$ cat src/rtl/pipe_stage_skid.sv
// Pipeline boundary register with a valid/ready handshake and an optional 2-entry skid buffer.
// A flush kills all held bundles and turns out_ctrl into a NOP bubble.
module pipe_stage_skid #(
    parameter int DATA_W    = 32,
    parameter int NUM_WORDS = 2,
    parameter int CTRL_W    = 2,
    parameter int SKID      = 1
) (
    input  logic                        clk,
    input  logic                        rst,
    input  logic                        in_valid,
    output logic                        in_ready,
    input  logic [NUM_WORDS*DATA_W-1:0] in_data,
    input  logic [CTRL_W-1:0]           in_ctrl,
    input  logic                        flush,
    output logic                        out_valid,
    input  logic                        out_ready,
    output logic [NUM_WORDS*DATA_W-1:0] out_data,
    output logic [CTRL_W-1:0]           out_ctrl,
    output logic [1:0]                  occupancy
);
    localparam int W = NUM_WORDS * DATA_W;

    logic              main_valid, main_valid_n;
    logic [W-1:0]      main_data, main_data_n;
    logic [CTRL_W-1:0] main_ctrl, main_ctrl_n;
    logic              skid_valid, skid_valid_n;
    logic [W-1:0]      skid_data, skid_data_n;
    logic [CTRL_W-1:0] skid_ctrl, skid_ctrl_n;
    logic              ready_q;
    logic              accept;
    logic              main_load;

    // main_ctrl is cleared whenever main goes invalid, so out_ctrl is a NOP without extra gating
    assign out_valid = main_valid;
    assign out_data  = main_data;
    assign out_ctrl  = main_ctrl;

    // Next-state selection for main and skid entries; flush overrides every transfer
    always_comb begin
        accept       = in_valid && in_ready;
        main_load    = !main_valid || out_ready;
        main_valid_n = main_valid;
        main_data_n  = main_data;
        main_ctrl_n  = main_ctrl;
        skid_valid_n = skid_valid;
        skid_data_n  = skid_data;
        skid_ctrl_n  = skid_ctrl;
        if (flush) begin
            main_valid_n = 1'b0;
            main_ctrl_n  = {CTRL_W{1'b0}};
            skid_valid_n = 1'b0;
        end else if (main_load) begin
            if (skid_valid) begin
                main_valid_n = 1'b1;
                main_data_n  = skid_data;
                main_ctrl_n  = skid_ctrl;
                skid_valid_n = accept;
                if (accept) begin
                    skid_data_n = in_data;
                    skid_ctrl_n = in_ctrl;
                end else begin
                    skid_data_n = skid_data;
                end
            end else if (accept) begin
                main_valid_n = 1'b1;
                main_data_n  = in_data;
                main_ctrl_n  = in_ctrl;
            end else begin
                main_valid_n = 1'b0;
                main_ctrl_n  = {CTRL_W{1'b0}};
            end
        end else if (accept) begin
            skid_valid_n = 1'b1;
            skid_data_n  = in_data;
            skid_ctrl_n  = in_ctrl;
        end else begin
            skid_valid_n = skid_valid;
        end
    end

    // Main entry, registered ready and occupancy
    always_ff @(posedge clk or posedge rst) begin
        if (rst) begin
            main_valid <= 1'b0;
            main_data  <= {W{1'b0}};
            main_ctrl  <= {CTRL_W{1'b0}};
            ready_q    <= 1'b0;
            occupancy  <= 2'd0;
        end else begin
            main_valid <= main_valid_n;
            main_data  <= main_data_n;
            main_ctrl  <= main_ctrl_n;
            ready_q    <= !skid_valid_n;
            occupancy  <= {1'b0, main_valid_n} + {1'b0, skid_valid_n};
        end
    end

    generate
        if (SKID != 0) begin : g_skid
            // Overflow entry; ready_q alone drives in_ready so out_ready never reaches it
            always_ff @(posedge clk or posedge rst) begin
                if (rst) begin
                    skid_valid <= 1'b0;
                    skid_data  <= {W{1'b0}};
                    skid_ctrl  <= {CTRL_W{1'b0}};
                end else begin
                    skid_valid <= skid_valid_n;
                    skid_data  <= skid_data_n;
                    skid_ctrl  <= skid_ctrl_n;
                end
            end
            assign in_ready = ready_q;
        end else begin : g_noskid
            assign skid_valid = 1'b0;
            assign skid_data  = {W{1'b0}};
            assign skid_ctrl  = {CTRL_W{1'b0}};
            // ready_q stays low until the first edge after reset
            assign in_ready   = ready_q && (out_ready || !main_valid);
        end
    endgenerate
endmodule

$ cat config.mk
export PLATFORM = sky130hd
export DESIGN_NAME = pipe_stage_skid
export DESIGN_NICKNAME = d
export VERILOG_FILES = /design/src/rtl/pipe_stage_skid.sv
export SDC_FILE = /design/constraint.sdc
export NUM_CORES = 1
export LEC_CHECK = 0
export CAP_MARGIN = 0
export CORE_ASPECT_RATIO = 1.4
export CORE_MARGIN = 2
export CORE_UTILIZATION = 55
export CTS_BUF_LIST = sky130_fd_sc_hd__clkbuf_4
export DETAILED_ROUTE_END_ITERATION = 10
export GPL_ROUTABILITY_DRIVEN = 0
export PLACE_DENSITY = 0.87
export SLEW_MARGIN = 20
export SYNTH_ARGS = -nofsm -noshare
export SYNTH_HDL_FRONTEND = slang
export SYNTH_SLANG_ARGS = --single-unit
$ cat constraint.sdc
create_clock -name clk -period 10.1 [get_ports clk]
set_clock_uncertainty 0.2 [all_clocks]
set_input_delay 2.02 -clock clk [delete_from_list [all_inputs] [get_ports clk]]
set_output_delay 2.02 -clock clk [all_outputs]
set_load 0.05 [all_outputs]
==> run metrics, run 1 <==
DRC violation count after routing=0; Worst Setup End Kind=primary output; detailed-routing wirelength on met1=a little under 5 mm; Worst-Margin Slew=approximately 1.0 ns; total nets after synthesis=446; area fraction of the dominant cell type after synthesis=57.8%; most frequent standard cell in the layout excluding fill and tap cells=sky130_fd_sc_hd__mux2_2; cells taking the most area after synthesis=sky130_fd_sc_hd__dfrtp_1, sky130_fd_sc_hd__mux2_2, sky130_fd_sc_hd__mux2_1; die width=91.8 um; clock transition at the registers of the reported paths=0.10 ns; net total in the final layout=around 600; clock tree from TritonCTS=built; total number of clock tree sinks=137; Worst setup SP type=register; die height=127 um; smallest setup slack after layout=~6.1 ns; most frequent cells in the layout=sky130_fd_sc_hd__mux2_2, sky130_fd_sc_hd__clkdlybuf4s50_1, sky130_fd_sc_hd__dfrtp_1, sky130_fd_sc_hd__mux2_1, sky130_fd_sc_hd__clkbuf_4; static leakage power=3.15 nW; wire length per cell after detailed routing=17.2 um; number of buffers added to fix hold violations after cts=0; number of setup buffers added after CTS=0; Met2 Routed Length=5.64 mm; Resize count post-CTS=0; detailed placer's ending HPWL=roughly 7.5 mm; outcome=finished, final reports clean; count of pins over their slew limit=0; final antenna-violating net count=0; cell area after technology mapping=5930 um^2; buffers added on ports=140; total non-filler cell area in the finished layout=7640 um^2; Hold WS=between 0.2 and 0.3 ns; final-report hold violation count=0; fillers=710; via density per instance=~5.3; overall power consumption=about 1.6 mW; synth warn=0; Critical Path AT=1.73 ns; final critical path time including I/O delays and setup=3.95 ns; met3 wire length=765 um; CTS root buf=sky130_fd_sc_hd__clkbuf_4; vias in the first global route=slightly below 4000; share of layout cells above drive strength 1=38.9%; Non-Filler Instances=667; tightest slew margin relative to the limit=about 33%; Buffers & Inverters on Critical Path=1; classification of the worst setup path=register to primary output; delay of the slowest cell on the worst path=0.82 ns; Max Cap Viol=0; standard-cell row count=44; number of top-level design ports=141; Achievable Freq=0.253 GHz; synthesis-to-layout area growth=28.9%; synth unique cells=21; Bufs on Longest Clock Path=2; Power Dens Cells=211 nW/um^2; detailed-router iteration count before antenna repair=4; cell area reported after detailed placement=between 7000 and 8000 um^2; dominant delay contributor by cell family on the critical path=buffers and inverters; fraction of the yosys area taken by sequential cells=57.8%; Placed Instances=635; final cycle utilization of the critical path=39.1%; Final setup violation count=0; wire length reported by the detailed router=around 11 mm; Max FO, Critical Path=2; drt initial violations=86; aggregate global-route resource usage=20.8%; CP required=7.88 ns; total core area=roughly 10000 um^2; utilization after layout=73.1%; number of standard cells after synthesis=374; largest area contributor in the netlist=sky130_fd_sc_hd__dfrtp_1; die area=11600 um^2; critical-path cell with the highest stage delay=sky130_fd_sc_hd__clkdlybuf4s50_1; average instance area after synthesis=15.9 um^2; global route overflow=0; setup TNS=0 ns; vias=3562; dpl ws=5.74 ns; uppermost routed layer=met4; #FFs+latches synth=137; class of the tightest hold or removal check=register to register; clock insertion delay at the later pin of the skew report=0.52 ns; cts bufs inserted=17; ordered list of cells on the worst path=clkdlybuf4s50_1; unrepaired setup endpoints after global routing=no; H-tree depth reported by CTS=4; starting utilization of the core area=56.7%; number of antenna violations at the first check in global routing=0; worst-case vdd ir drop=between 100 and 150 uV; first-pass GRT wire length=19.0 mm; Diodes inserted=0; pin count of the biggest net entering global routing=81
state kept, by name, indices dropped and copies added (netlist names):
register and count:
occupancy 2, out_valid 1, in_ready 1, out_data 64, skid_data 64, skid_valid 1
out_ctrl 2, skid_ctrl 2
path summary, 6_finish.rpt:
| check | cells past startpoint | from | slack (ns) | endpoint |
|---|---|---|---|---|
| setup / recovery | 1 | out_data[39] | 6.15 | out_data[39] |
| min in group asynchronous | 2 | rst | 1.76 | skid_data[45] |
| hold / removal | 1 | skid_data[54] | 0.30 | skid_data[54] |
| max in group asynchronous | 3 | rst | 6.45 | skid_data[1] |
| hold reg to reg | 1 | skid_data[54] | 0.30 | skid_data[54] |
| setup reg to reg | 3 | skid_valid | 7.29 | skid_data[3] |
metal layers:
layer	GRT usage [%]	up-vias
met5	0	-
met1	25.6	1785
met3	7.84	24
met2	33.7	123
li1	-	1630
met4	7.81	0
power breakdown:
part / leakage [nW] / switching [mW] / internal (mW)
clock: 0.137 / 0.192 / 0.142
sequential: 1.64 / 0.0679 / 0.683
combinational: 1.37 / 0.297 / 0.233
cells by family after synthesis:
kind of cell,count (synthesis),share of synthesized area [%]
AOI/OAI and AO/OA,8,0.759
adders and majority gates,2,0.380
buffers and inverters,23,2.93
DFF,137,57.8
muxes,194,36.8
and+or+nand+nor,10,1.29
cell usage after synthesis:
cell type                    n
sky130_fd_sc_hd__mux2_2    169
sky130_fd_sc_hd__dfrtp_1   137
sky130_fd_sc_hd__mux2_1     25
sky130_fd_sc_hd__buf_6      10
sky130_fd_sc_hd__a21oi_1     5
sky130_fd_sc_hd__clkbuf_1    5
sky130_fd_sc_hd__buf_2       4
sky130_fd_sc_hd__and2_1      2
sky130_fd_sc_hd__buf_4       2
sky130_fd_sc_hd__inv_1       2
sky130_fd_sc_hd__nand3b_1    2
sky130_fd_sc_hd__o21ai_0     2
sky130_fd_sc_hd__ha_1        1
sky130_fd_sc_hd__maj3_1      1
sky130_fd_sc_hd__nand2_1     1
sky130_fd_sc_hd__nand2b_1    1
sky130_fd_sc_hd__nor2_1      1
sky130_fd_sc_hd__nor2b_4     1
sky130_fd_sc_hd__nor3_1      1
sky130_fd_sc_hd__nor3_4      1
sky130_fd_sc_hd__o211a_1     1
layout make-up:
cell class / instances / area [um^2] / share of cell area (%)
Clock buffer: 17 / 128 / 1.67
Clock inverter: 15 / 135 / 1.77
Inverter: 2 / 10.0 / 0.131
Multi-Input combinational cell: 214 / 2340 / 30.6
Sequential cell: 137 / 3430 / 44.9
Tap cell: 138 / 173 / 2.26
Timing Repair Buffer: 144 / 1430 / 18.7
(Power assumes the default switching activity.)
==> run 2: changes to the inputs <==
--- a/config.mk
+++ b/config.mk
@@ -8,11 +8,11 @@
 export CAP_MARGIN = 0
 export CORE_ASPECT_RATIO = 1.4
 export CORE_MARGIN = 2
-export CORE_UTILIZATION = 55
+export CORE_UTILIZATION = 47
 export CTS_BUF_LIST = sky130_fd_sc_hd__clkbuf_4
 export DETAILED_ROUTE_END_ITERATION = 10
 export GPL_ROUTABILITY_DRIVEN = 0
-export PLACE_DENSITY = 0.87
+export PLACE_DENSITY = 0.79
 export SLEW_MARGIN = 20
 export SYNTH_ARGS = -nofsm -noshare
 export SYNTH_HDL_FRONTEND = slang
==> constraint.sdc (replaced) <==
create_clock -name clk -period 3.5 [get_ports clk]
set_clock_uncertainty 0.2 [all_clocks]
set_input_delay 0.7 -clock clk [delete_from_list [all_inputs] [get_ports clk]]
set_output_delay 0.7 -clock clk [all_outputs]
set_load 0.05 [all_outputs]
==> run metrics, run 2 (synthesis results as in run 1) <==
outcome=finished, final reports clean (unchanged); minimum setup slack among reg-to-reg paths=0.95 ns (was 7.29 ns); Critical Path AT=1.72 ns (was 1.73 ns); via density per instance=5.16 (was 5.34); number of buffers added to fix hold violations after cts=0 (unchanged); die area=13500 um^2 (was 11600 um^2); total number of clock tree sinks=137 (unchanged); H-tree depth reported by CTS=4 (unchanged); Buffers & Inverters on Critical Path=1 (unchanged); class of the tightest hold or removal check=register to register (unchanged); number of top-level design ports=141 (unchanged); count of pins over their slew limit=0 (unchanged); CTS root buf=sky130_fd_sc_hd__clkbuf_4 (unchanged); global route overflow=0 (unchanged); Max Cap Viol=0 (unchanged); cts bufs inserted=17 (unchanged); Resize count post-CTS=0 (unchanged); Non-Filler Instances=681 (was 667); unrepaired setup endpoints after global routing=no (unchanged); critical-path cell with the highest stage delay=sky130_fd_sc_hd__clkdlybuf4s50_1 (unchanged); synthesis-to-layout area growth=29.8% (was 28.9%); wire length per cell after detailed routing=17.3 um (was 17.2 um); buffers added on ports=140 (unchanged); total core area=12300 um^2 (was 10500 um^2); classification of the worst setup path=register to primary output (unchanged); delay of the slowest cell on the worst path=0.82 ns (about the same); tightest slew margin relative to the limit=44.5% (was 33.0%); final antenna-violating net count=0 (unchanged); setup TNS=0 ns (unchanged); vias in the first global route=3966 (was 3912); Met2 Routed Length=5.92 mm (was 5.64 mm); fillers=958 (was 710); Hold WS=0.292 ns (was 0.296 ns); Final setup violation count=0 (unchanged); worst-case vdd ir drop=340 uV (was 136 uV); Achievable Freq=0.381 GHz; Power Dens Cells=605 nW/um^2 (was 211 nW/um^2); vias=3511 (was 3562); detailed-routing wirelength on met1=5.04 mm (was 4.83 mm); met3 wire length=654 um (was 765 um); wire length reported by the detailed router=11.8 mm (was 11.5 mm); Diodes inserted=0 (unchanged); Worst setup SP type=register (unchanged); drt initial violations=89 (was 86); clock tree from TritonCTS=built (unchanged); Max FO, Critical Path=3 (was 2); first-pass GRT wire length=19.5 mm (was 19.0 mm); most frequent standard cell in the layout excluding fill and tap cells=sky130_fd_sc_hd__mux2_2 (unchanged); number of setup buffers added after CTS=0 (unchanged); uppermost routed layer=met4 (unchanged); share of layout cells above drive strength 1=39.2% (was 38.9%); dominant delay contributor by cell family on the critical path=buffers and inverters (unchanged); die height=137 um (was 127 um); static leakage power=3.17 nW (was 3.15 nW); net total in the final layout=591 (was 588); standard-cell row count=48 (was 44); CP required=2.60 ns (was 7.88 ns); final cycle utilization of the critical path=75.0%; number of antenna violations at the first check in global routing=0 (unchanged); most frequent cells in the layout=sky130_fd_sc_hd__mux2_2, sky130_fd_sc_hd__clkdlybuf4s50_1, sky130_fd_sc_hd__dfrtp_1, sky130_fd_sc_hd__mux2_1, sky130_fd_sc_hd__clkbuf_4 (unchanged); detailed placer's ending HPWL=8.06 mm (was 7.54 mm); DRC violation count after routing=0 (unchanged); detailed-router iteration count before antenna repair=7 (was 4); final-report hold violation count=0 (unchanged); starting utilization of the core area=48.2% (was 56.7%); aggregate global-route resource usage=18.4% (was 20.8%); Bufs on Longest Clock Path=2 (unchanged); Placed Instances=650 (was 635); clock transition at the registers of the reported paths=0.11 ns (was 0.10 ns); Worst-Margin Slew=0.833 ns (was 1.01 ns); clock insertion delay at the later pin of the skew report=0.51 ns (was 0.52 ns); pin count of the biggest net entering global routing=138 (was 81); Worst Setup End Kind=primary output (unchanged); ordered list of cells on the worst path=clkdlybuf4s50_1 (unchanged); final critical path time including I/O delays and setup=2.62 ns; die width=98.9 um (was 91.8 um)
-- run 2: changes by cell type in the layout (fill, tap and decap cells not counted) --
cell | before | now
sky130_fd_sc_hd__clkinvlp_4 | 3 | 2
sky130_fd_sc_hd__clkbuf_4 | 17 | 20
sky130_fd_sc_hd__inv_4 | 1 | 0
sky130_fd_sc_hd__clkinv_2 | 4 | 3
sky130_fd_sc_hd__clkinv_4 | 2 | 1
sky130_fd_sc_hd__buf_12 | 0 | 2
sky130_fd_sc_hd__buf_4 | 4 | 5
-- run 2: stage by stage --
step	power (mW)	worst slack, ns	area [um^2]	utilization [%]
after global routing	4.92	0.766	7700	62.5
final	4.66	0.875	7700	62.5
after floorplan	3.19	0.893	5930	-
after CTS	4.73	0.808	7700	62.5
after global placement	3.69	0.662	7440	60.5
after detailed placement	3.76	0.606	7440	60.5
-- run 2: layout make-up --
type	count	area, um^2	share of cell area [%]
clock buffer	20	150	1.95
timing repair buffer	147	1480	19.2
tap	150	188	2.44
multi-input combinational	214	2340	30.3
sequential	137	3430	44.5
inverter	2	11.3	0.146
clock inverter	11	106	1.38
-- run 2: worst paths after layout --
check | from | end | cells after the start
setup / recovery | in_ready | in_ready | 1
min in group asynchronous | rst | occupancy[1] | 3
hold / removal | skid_data[10] | skid_data[10] | 1
max in group asynchronous | rst | skid_data[63] | 3
hold reg to reg | skid_data[10] | skid_data[10] | 1
setup reg to reg | skid_valid | out_data[16] | 3
-- run 2: metal layers --
metal / vias to the layer above / GRT usage, %
li1: 1626 / -
met1: 1763 / 22.7
met2: 106 / 30.9
met3: 16 / 5.31
met4: 0 / 6.93
met5: - / 0
-- run 2: power by group --
| group | leakage, nW | switching (mW) | internal, mW |
|---|---|---|---|
| Sequential | 1.64 | 0.204 | 1.97 |
| Clock | 0.143 | 0.525 | 0.432 |
| Combinational | 1.39 | 0.856 | 0.674 |
==> run 3: changes to the inputs <==
==> constraint.sdc (replaced) <==
create_clock -name clk -period 2.4 [get_ports clk]
set_clock_uncertainty 0.2 [all_clocks]
set_input_delay 0.48 -clock clk [delete_from_list [all_inputs] [get_ports clk]]
set_output_delay 0.48 -clock clk [all_outputs]
set_load 0.05 [all_outputs]
==> run metrics, run 3 (synthesis results as in run 1) <==
reg-to-reg endpoint=out_data[42] (was out_data[16]); delay of the slowest cell on the worst path=0.58 ns (was 0.82 ns); number of top-level design ports=141 (unchanged); wire length reported by the detailed router=12.1 mm (was 11.8 mm); cells on worst reg2reg path=3 (unchanged); drt initial violations=106 (was 89); worst-case vdd ir drop=487 uV (was 340 uV); total number of clock tree sinks=137 (unchanged); number of buffers added to fix hold violations after cts=0 (unchanged); total non-filler cell area in the finished layout=7790 um^2 (was 7700 um^2); final-report hold violation count=0 (unchanged); most frequent standard cell in the layout excluding fill and tap cells=sky130_fd_sc_hd__mux2_2 (unchanged); dominant delay contributor by cell family on the critical path=buffers and inverters (unchanged); vias=3605 (was 3511); buffers added on ports=140 (unchanged); number of setup buffers added after CTS=0 (unchanged); unrepaired setup endpoints after global routing=no (unchanged); CP required=1.72 ns (was 2.60 ns); worst reg2reg startpoint=skid_valid (unchanged); utilization after layout=63.3% (was 62.5%); CTS root buf=sky130_fd_sc_hd__clkbuf_4 (unchanged); starting utilization of the core area=48.2% (unchanged); wire length per cell after detailed routing=17.5 um (was 17.3 um); standard-cell row count=48 (unchanged); Diodes inserted=0 (unchanged); count of pins over their slew limit=0 (unchanged); net total in the final layout=597 (was 591); classification of the worst setup path=register to primary output (unchanged); Final setup violation count=0 (unchanged); static leakage power=3.38 nW (was 3.17 nW); source of the critical timing path=out_data[58] (was in_ready); die width=98.9 um (unchanged); end point of the critical path=out_data[58] (was in_ready); ordered list of cells on the worst path=dlygate4sd2_1 (was clkdlybuf4s50_1); die area=13500 um^2 (unchanged); vias in the first global route=4040 (was 3966); Achievable Freq=about 0.47 GHz; final antenna-violating net count=0 (unchanged); Bufs on Longest Clock Path=2 (unchanged); final cycle utilization of the critical path=88.5%; most frequent cells in the layout=sky130_fd_sc_hd__mux2_2, sky130_fd_sc_hd__dfrtp_1, sky130_fd_sc_hd__clkdlybuf4s50_1, sky130_fd_sc_hd__dlygate4sd2_1, sky130_fd_sc_hd__mux2_1 (was sky130_fd_sc_hd__mux2_2, sky130_fd_sc_hd__clkdlybuf4s50_1, sky130_fd_sc_hd__dfrtp_1, sky130_fd_sc_hd__mux2_1, sky130_fd_sc_hd__clkbuf_4); detailed-router iteration count before antenna repair=4 (was 7); die height=137 um (unchanged); cell area reported after detailed placement=7560 um^2 (was 7440 um^2); tightest slew margin relative to the limit=62.3% (was 44.5%); clock tree from TritonCTS=built (unchanged); Buffers & Inverters on Critical Path=1 (unchanged); detailed placer's ending HPWL=8.50 mm (was 8.06 mm); Worst-Margin Slew=0.568 ns (was 0.833 ns); H-tree depth reported by CTS=4 (unchanged); Max FO, Critical Path=2 (was 3); aggregate global-route resource usage=18.7% (was 18.4%); minimum setup slack among reg-to-reg paths=0.40 ns (was 0.95 ns); stages on the worst setup path=1 (unchanged); Critical Path AT=1.44 ns (was 1.72 ns); pin count of the biggest net entering global routing=73 (was 138); Worst setup SP type=register (unchanged); first-pass GRT wire length=20.0 mm (was 19.5 mm); via density per instance=5.24 (was 5.16); global route overflow=0 (unchanged); share of layout cells above drive strength 1=40.7% (was 39.2%); Power Dens Cells=879 nW/um^2 (was 605 nW/um^2); class of the tightest hold or removal check=primary input to async pin (was register to register); outcome=finished, final reports clean (unchanged); clock transition at the registers of the reported paths=0.12 ns (was 0.11 ns); critical-path cell with the highest stage delay=sky130_fd_sc_hd__dlygate4sd2_1 (was sky130_fd_sc_hd__clkdlybuf4s50_1); final critical path time including I/O delays and setup=2.12 ns; clock insertion delay at the later pin of the skew report=0.50 ns (was 0.51 ns); Max Cap Viol=0 (unchanged); number of antenna violations at the first check in global routing=0 (unchanged); total core area=12300 um^2 (unchanged); synthesis-to-layout area growth=31.4% (was 29.8%); DRC violation count after routing=0 (unchanged); cts bufs inserted=17 (unchanged); Worst Setup End Kind=primary output (unchanged)
run 3: final cells by class:
cell class / count / area, um^2
fillers: 1009 / 4520
flip-flops and latches: 137 / 3430
clock inverters: 14 / 173
clock buffers: 18 / 135
well taps: 150 / 188
repair buffers: 153 / 1520
multi-input cells: 214 / 2340
inverters: 2 / 11.3
run 3: report_power, final:
part,internal [mW],total [mW],switching (mW)
sequential,2.87,3.15,0.276
clock,0.740,1.60,0.861
combinational,0.836,2.10,1.26
total,4.45,6.85,2.40
run 3: worst min-delay path by stage:
stage,startpoint,to,slack [ns],depth (start not counted)
floorplan,skid_data[10],skid_data[10],0.25,1
global placement,skid_data[52],skid_data[52],0.26,1
detailed placement,skid_data[2],skid_data[2],0.27,1
CTS,rst,out_data[0],0.19,3
global route,rst,out_data[0],0.20,3
finish,rst,out_ctrl[0],0.24,3
run 3: stage by stage:
stage | setup WS, ns | cells | power, mW | hold slack, ns | TNS, ns
detailed placement | -0.00309 | 656 | 5.50 | 0.271 | -0.00309
finish | 0.276 | 688 | 6.85 | 0.237 | 0
global route | 0.182 | 688 | 7.20 | 0.202 | 0
CTS | 0.00315 | 688 | 6.94 | 0.195 | 0
floorplan | 0.0129 | 374 | 4.66 | 0.252 | 0
global placement | 0.0794 | 656 | 5.40 | 0.261 | 0
run 3: worst reg2reg max path: cells and delay by family (launching register included):
| family | cells | cell delay (ns) |
|---|---|---|
| flops | 1 | 0.61 |
| mux | 2 | 0.69 |
| buf+inv | 1 | 0.40 |
run 3: per-layer routing:
layer  GRT usage (%)  vias up  routed length, um
li1                -     1643                  -
met5               0        -                  0
met4            6.39        0                222
met2            32.4      109               6200
met3            5.62       15                727
met1            22.3     1838               4910
run 3: what timing repair did:
action	CTS	global route
gates resized for setup	67	3
pin swaps	0	0
gates cloned	0	0
setup endpoints to repair	67	3
